<file path="src/rtl/rv_pkg.sv">
// Shared types and defaults for the ready/valid byte-stream blocks.
package rv_pkg;

  typedef logic [7:0] byte_t;

  localparam int RV_PACK_LANES_DEFAULT = 4;

endpackage

</file>
<file path="src/rtl/rv_byte_packer.sv">
// Packs a byte stream into little-endian LANES-byte words; in_last flushes a
// partial word with a contiguous keep mask. One byte per cycle when unstalled.
module rv_byte_packer
  import rv_pkg::*;
#(
  parameter int LANES = RV_PACK_LANES_DEFAULT
) (
  input  logic               clk,
  input  logic               rst,
  input  logic               in_valid,
  output logic               in_ready,
  input  logic [7:0]         in_data,
  input  logic               in_last,
  output logic               out_valid,
  input  logic               out_ready,
  output logic [8*LANES-1:0] out_data,
  output logic [LANES-1:0]   out_keep,
  output logic               out_last
);

  localparam int CW = $clog2(LANES);

  logic [CW-1:0]      cnt_reg;
  byte_t              asm_reg [LANES-1];
  logic [8*LANES-1:0] data_reg;
  logic [LANES-1:0]   keep_reg;
  logic               last_reg;
  logic               valid_reg;

  logic               wren;
  logic               at_top;
  logic               complete;
  logic [8*LANES-1:0] word_next;
  logic [LANES-1:0]   keep_next;

  // Ready depends only on the output register, never on the ingress byte.
  assign in_ready = ~valid_reg | out_ready;
  assign wren     = in_valid & in_ready;
  assign at_top   = (cnt_reg == CW'(LANES - 1));
  assign complete = wren & (in_last | at_top);

  // Lanes below cnt come from the assembly register, lane cnt from the
  // incoming byte, lanes above are zero-filled.
  for (genvar gi = 0; gi < LANES; gi++) begin : g_lane
    if (gi < LANES - 1) begin : g_asm
      assign word_next[gi*8 +: 8] = (cnt_reg == CW'(gi)) ? in_data :
                                    (cnt_reg >  CW'(gi)) ? asm_reg[gi] : 8'h00;
    end else begin : g_top
      assign word_next[gi*8 +: 8] = (cnt_reg == CW'(gi)) ? in_data : 8'h00;
    end
    assign keep_next[gi] = (cnt_reg >= CW'(gi));
  end

  always_ff @(posedge clk) begin
    if (rst) begin
      cnt_reg <= '0;
      for (int i = 0; i < LANES - 1; i++) asm_reg[i] <= '0;
    end else if (complete) begin
      cnt_reg <= '0;
    end else if (wren) begin
      for (int i = 0; i < LANES - 1; i++)
        if (cnt_reg == CW'(i)) asm_reg[i] <= in_data;
      cnt_reg <= cnt_reg + 1'b1;
    end
  end

  // A completing byte reloads the output even while the old word drains,
  // so back-to-back words leave no bubble.
  always_ff @(posedge clk) begin
    if (rst) begin
      data_reg  <= '0;
      keep_reg  <= '0;
      last_reg  <= 1'b0;
      valid_reg <= 1'b0;
    end else if (complete) begin
      data_reg  <= word_next;
      keep_reg  <= keep_next;
      last_reg  <= in_last;
      valid_reg <= 1'b1;
    end else if (valid_reg && out_ready) begin
      valid_reg <= 1'b0;
    end
  end

  assign out_valid = valid_reg;
  assign out_data  = data_reg;
  assign out_keep  = keep_reg;
  assign out_last  = last_reg;

endmodule

</file>
<file path="config.mk">
export PLATFORM = sky130hd
export DESIGN_NAME = rv_byte_packer
export DESIGN_NICKNAME = d
export VERILOG_FILES = /design/src/rtl/rv_pkg.sv /design/src/rtl/rv_byte_packer.sv
export SDC_FILE = /design/constraint.sdc
export NUM_CORES = 1
export LEC_CHECK = 0
export ABC_AREA = 1
export BUFFER_PORTS_ARGS = -buffer_cell sky130_fd_sc_hd__buf_2
export CAP_MARGIN = 40
export CORE_ASPECT_RATIO = 2
export CORE_MARGIN = 5
export CORE_UTILIZATION = 50
export DETAILED_ROUTE_END_ITERATION = 7
export PLACE_DENSITY = 0.73
export SETUP_SLACK_MARGIN = 0.4
export SLEW_MARGIN = 0
export SYNTH_ARGS = -nofsm -noshare
export SYNTH_HDL_FRONTEND = slang
export SYNTH_SLANG_ARGS = --single-unit
export TNS_END_PERCENT = 5
</file>
<file path="constraint.sdc">
create_clock -name clk -period 3.8 [get_ports clk]
set_input_delay 0.57 -clock clk [delete_from_list [all_inputs] [get_ports clk]]
set_output_delay 0.57 -clock clk [all_outputs]
set_load 0.02 [all_outputs]
</file>
==> impl_results.md <==
- DR iter-0 viols: 78
- GRT Max-Usage Layer: met2
- Comb power frac: 0.094
- CTS tree: yes
- Final setup TNS: 0 ns
- Num CTS Buffers: 9
- Net count after synthesis: 280
- Crit path max fanout: 14
- Maxcap violations: 0
- Initial Util: 0.517
- Final nets: 330
- Row count: 36
- Post-cts resize count: 0
- Via count: 2021
- Drt total wl: 6010 um
- Fin. max-slew vios: 0
- Synth cell types: 24
- I/O Buffers: 51
- Die width: 60.4 um
- Sequential element share of the synthesized area: 0.599
- Worst ir drop on vdd: 0.394 mV
- Worst hold path type: in2reg
- Post CTS Setup Buffer Count: 0
- CP Launch Type: flip-flop
- Status: complete, no violations
- Worst-Skew Late Latency: 0.34 ns
- Vias per cell: 5.42
- Pwr Density: 534 mW/mm^2
- Hold-fix buffers at CTS: 0
- Post-DP Area: 0.00281 mm^2
- RSZ-0062 raised after global routing: false
- Worst Setup Path Type: reg2reg
- First-pass GRT wire length: 9780 um
- Crit end category: flip-flop
- Drt pass-1 iters: 4
- Largest register FFs: 32
- Clock tree buffer depth: 2
- Root Driver: clkbuf_8
- Synth Warn #: 0
- CORE AREA: 0.00491 mm^2
- Initial antenna violation count: 0
- GRT Util Overall: 0.200
- Avg Cell Area, Syn: 9.73 um^2
- Clk sinks: 64
- # setup viols final: 0
- Largest net degree at the start of global routing: 38
- Met1 Use GR: 0.214
- Slew @ Worst Pin: 0.635 ns
- Int Power: 1230 uW
- Vias in the first global route: 2048
- Seq cells post-synth: 64
- Met2 Track Usage GR: 0.341
- Critical-path cell list: inv_1 -> ha_1 -> o2111ai_1 -> a21oi_1
- Layout overhead on the synthesized area: 20.1%
- Die height: 111 um
- Clk slew on worst S/H paths: 0.07 ns
- Mapped Area: 0.00254 mm^2
- Switching fraction of total power: 0.242
- DPL Wire Length: 4390 um
- Clock network power share: 0.434
- Slew HR: 0.576
- Hold violation count in the final report: 0
- Die area: 0.00669 mm^2
- Net Sw Power: 394 uW
- IO Pins: 52
- GP Congestion: 0.815
- Seq pwr share: 0.472
- Worst path max stage delay: 0.61 ns
- Total gr overflow: 0
- Antenna Cells: 0
- Required @ worst endpoint: 3.84 ns
- Synth Instances: 261
- Post-route DRC: 0
- Share of cells above drive strength 1: 0.237
- Layout Cell Area excl Fill: 0.00305 mm^2
- Fmax: 0.438 GHz
- Leak pwr: 0.00140 uW
- WL/cell: 16.1 um
- Crit path DAT: 2.32 ns
- Worst Clk Skew: 0.00784 ns
- H-tree depth reported by CTS: 3
- Met3 Use GR: 0.0408
- Tmin final: 2.28 ns
- Post-DRT Antenna Nets: 0
- Slowest CP cell: o2111ai_1
- Final worst-path cycle share: 0.601
cell type report:
class | count | area, um^2
fillers | 450 | 1860
clock buffers | 9 | 124
well taps | 57 | 71.3
multi-input cells | 165 | 873
inverters | 16 | 60.1
repair buffers | 55 | 280
clock inverters | 7 | 119
flip-flops and latches | 64 | 1520
cell usage in the layout, fill, tap and decap left out, drive strengths merged:
master / count
nor2: 34
dfxtp: 40
o31ai: 1
nand4: 1
clkbuf: 9
mux2i: 8
clkinv: 2
nand3: 26
ha: 6
inv: 17
buf: 55
o2111ai: 1
a21oi: 23
nand2: 13
edfxtp: 24
bufinv: 3
clkinvlp: 1
o21a: 1
o21ai: 51
power by group through the flow:
stage	sequential, uW	combinational (uW)	clock (uW)
floorplan	804	80.6	0
global placement	783	152	0
detailed placement	783	155	0
CTS	768	156	718
global route	772	169	750
finish	768	154	706
path summary, 6_finish.rpt:
check / startpoint / to / slack [ns] / cells past startpoint
worst max-delay path: cnt_reg[1]$_SDFFE_PP0N_ / asm_reg[0][6]$_DFFE_PP_ / 1.52 / 4
worst min-delay path: rst / out_keep[2]$_SDFFE_PP0P_ / 0.44 / 2
worst max register to register: cnt_reg[1]$_SDFFE_PP0N_ / asm_reg[0][6]$_DFFE_PP_ / 1.52 / 4
worst min register to register: out_last$_SDFFE_PP0P_ / out_last$_SDFFE_PP0P_ / 0.46 / 2
routing by layer:
metal	vias up	share of wire
met1	950	0.36
met5	-	0
li1	1005	-
met4	0	0.036
met2	50	0.56
met3	16	0.045
synth_stat cells:
cell type  instances  area [um^2]
nor2_1            33          124
nand3_1           26          130
buf_2              4         20.0
a21oi_1           22          110
edfxtp_1          24          721
o31ai_1            1         7.51
buf_1              1         3.75
o2111ai_1          1         8.76
o21ai_1            1         5.00
dfxtp_1           40          801
o21ai_0           50          250
ha_1               6         75.1
a21oi_2            1         8.76
buf_6              2         22.5
nand2_2            2         12.5
nor2_2             1         6.26
inv_2              1         3.75
clkbuf_1           8         30.0
nand4_1            1         6.26
inv_1             15         56.3
nand2_1           11         41.3
o21a_1             1         7.51
mux2i_1            8         80.1
buf_4              1         7.51
worst max-delay path, delay by kind of cell, from the launching register on:
kind	cells	cell delay (ns)
buffers and inverters	1	0.15
AO/OA/AOI/OAI	2	0.85
flip-flops	1	0.60
adder cells (fa/ha/maj)	1	0.38
through the flow:
step / hold WS (ns) / worst slack [ns] / utilization / power, uW / cells
2_1_floorplan: 0.491 / 1.60 / - / 884 / 261
3_3_place_gp: 0.443 / 1.40 / 0.570 / 935 / 355
3_5_place_dp: 0.455 / 1.56 / 0.572 / 938 / 357
4_1_cts: 0.422 / 1.52 / 0.621 / 1640 / 373
5_1_grt: 0.431 / 1.33 / 0.621 / 1690 / 373
6_report: 0.439 / 1.52 / 0.621 / 1630 / 373
kinds of logic (layout without fill, tap and decap cells):
| logic type | Yosys count | after routing | share of synthesized area |
|---|---|---|---|
| buf+inv | 32 | 87 | 0.0567 |
| flops | 64 | 64 | 0.599 |
| compound gates | 77 | 77 | 0.157 |
| simple gates | 74 | 74 | 0.126 |
| fa+ha+maj | 6 | 6 | 0.0296 |
| mux | 8 | 8 | 0.0315 |
Note: power is estimated with default switching activity, not from simulation.
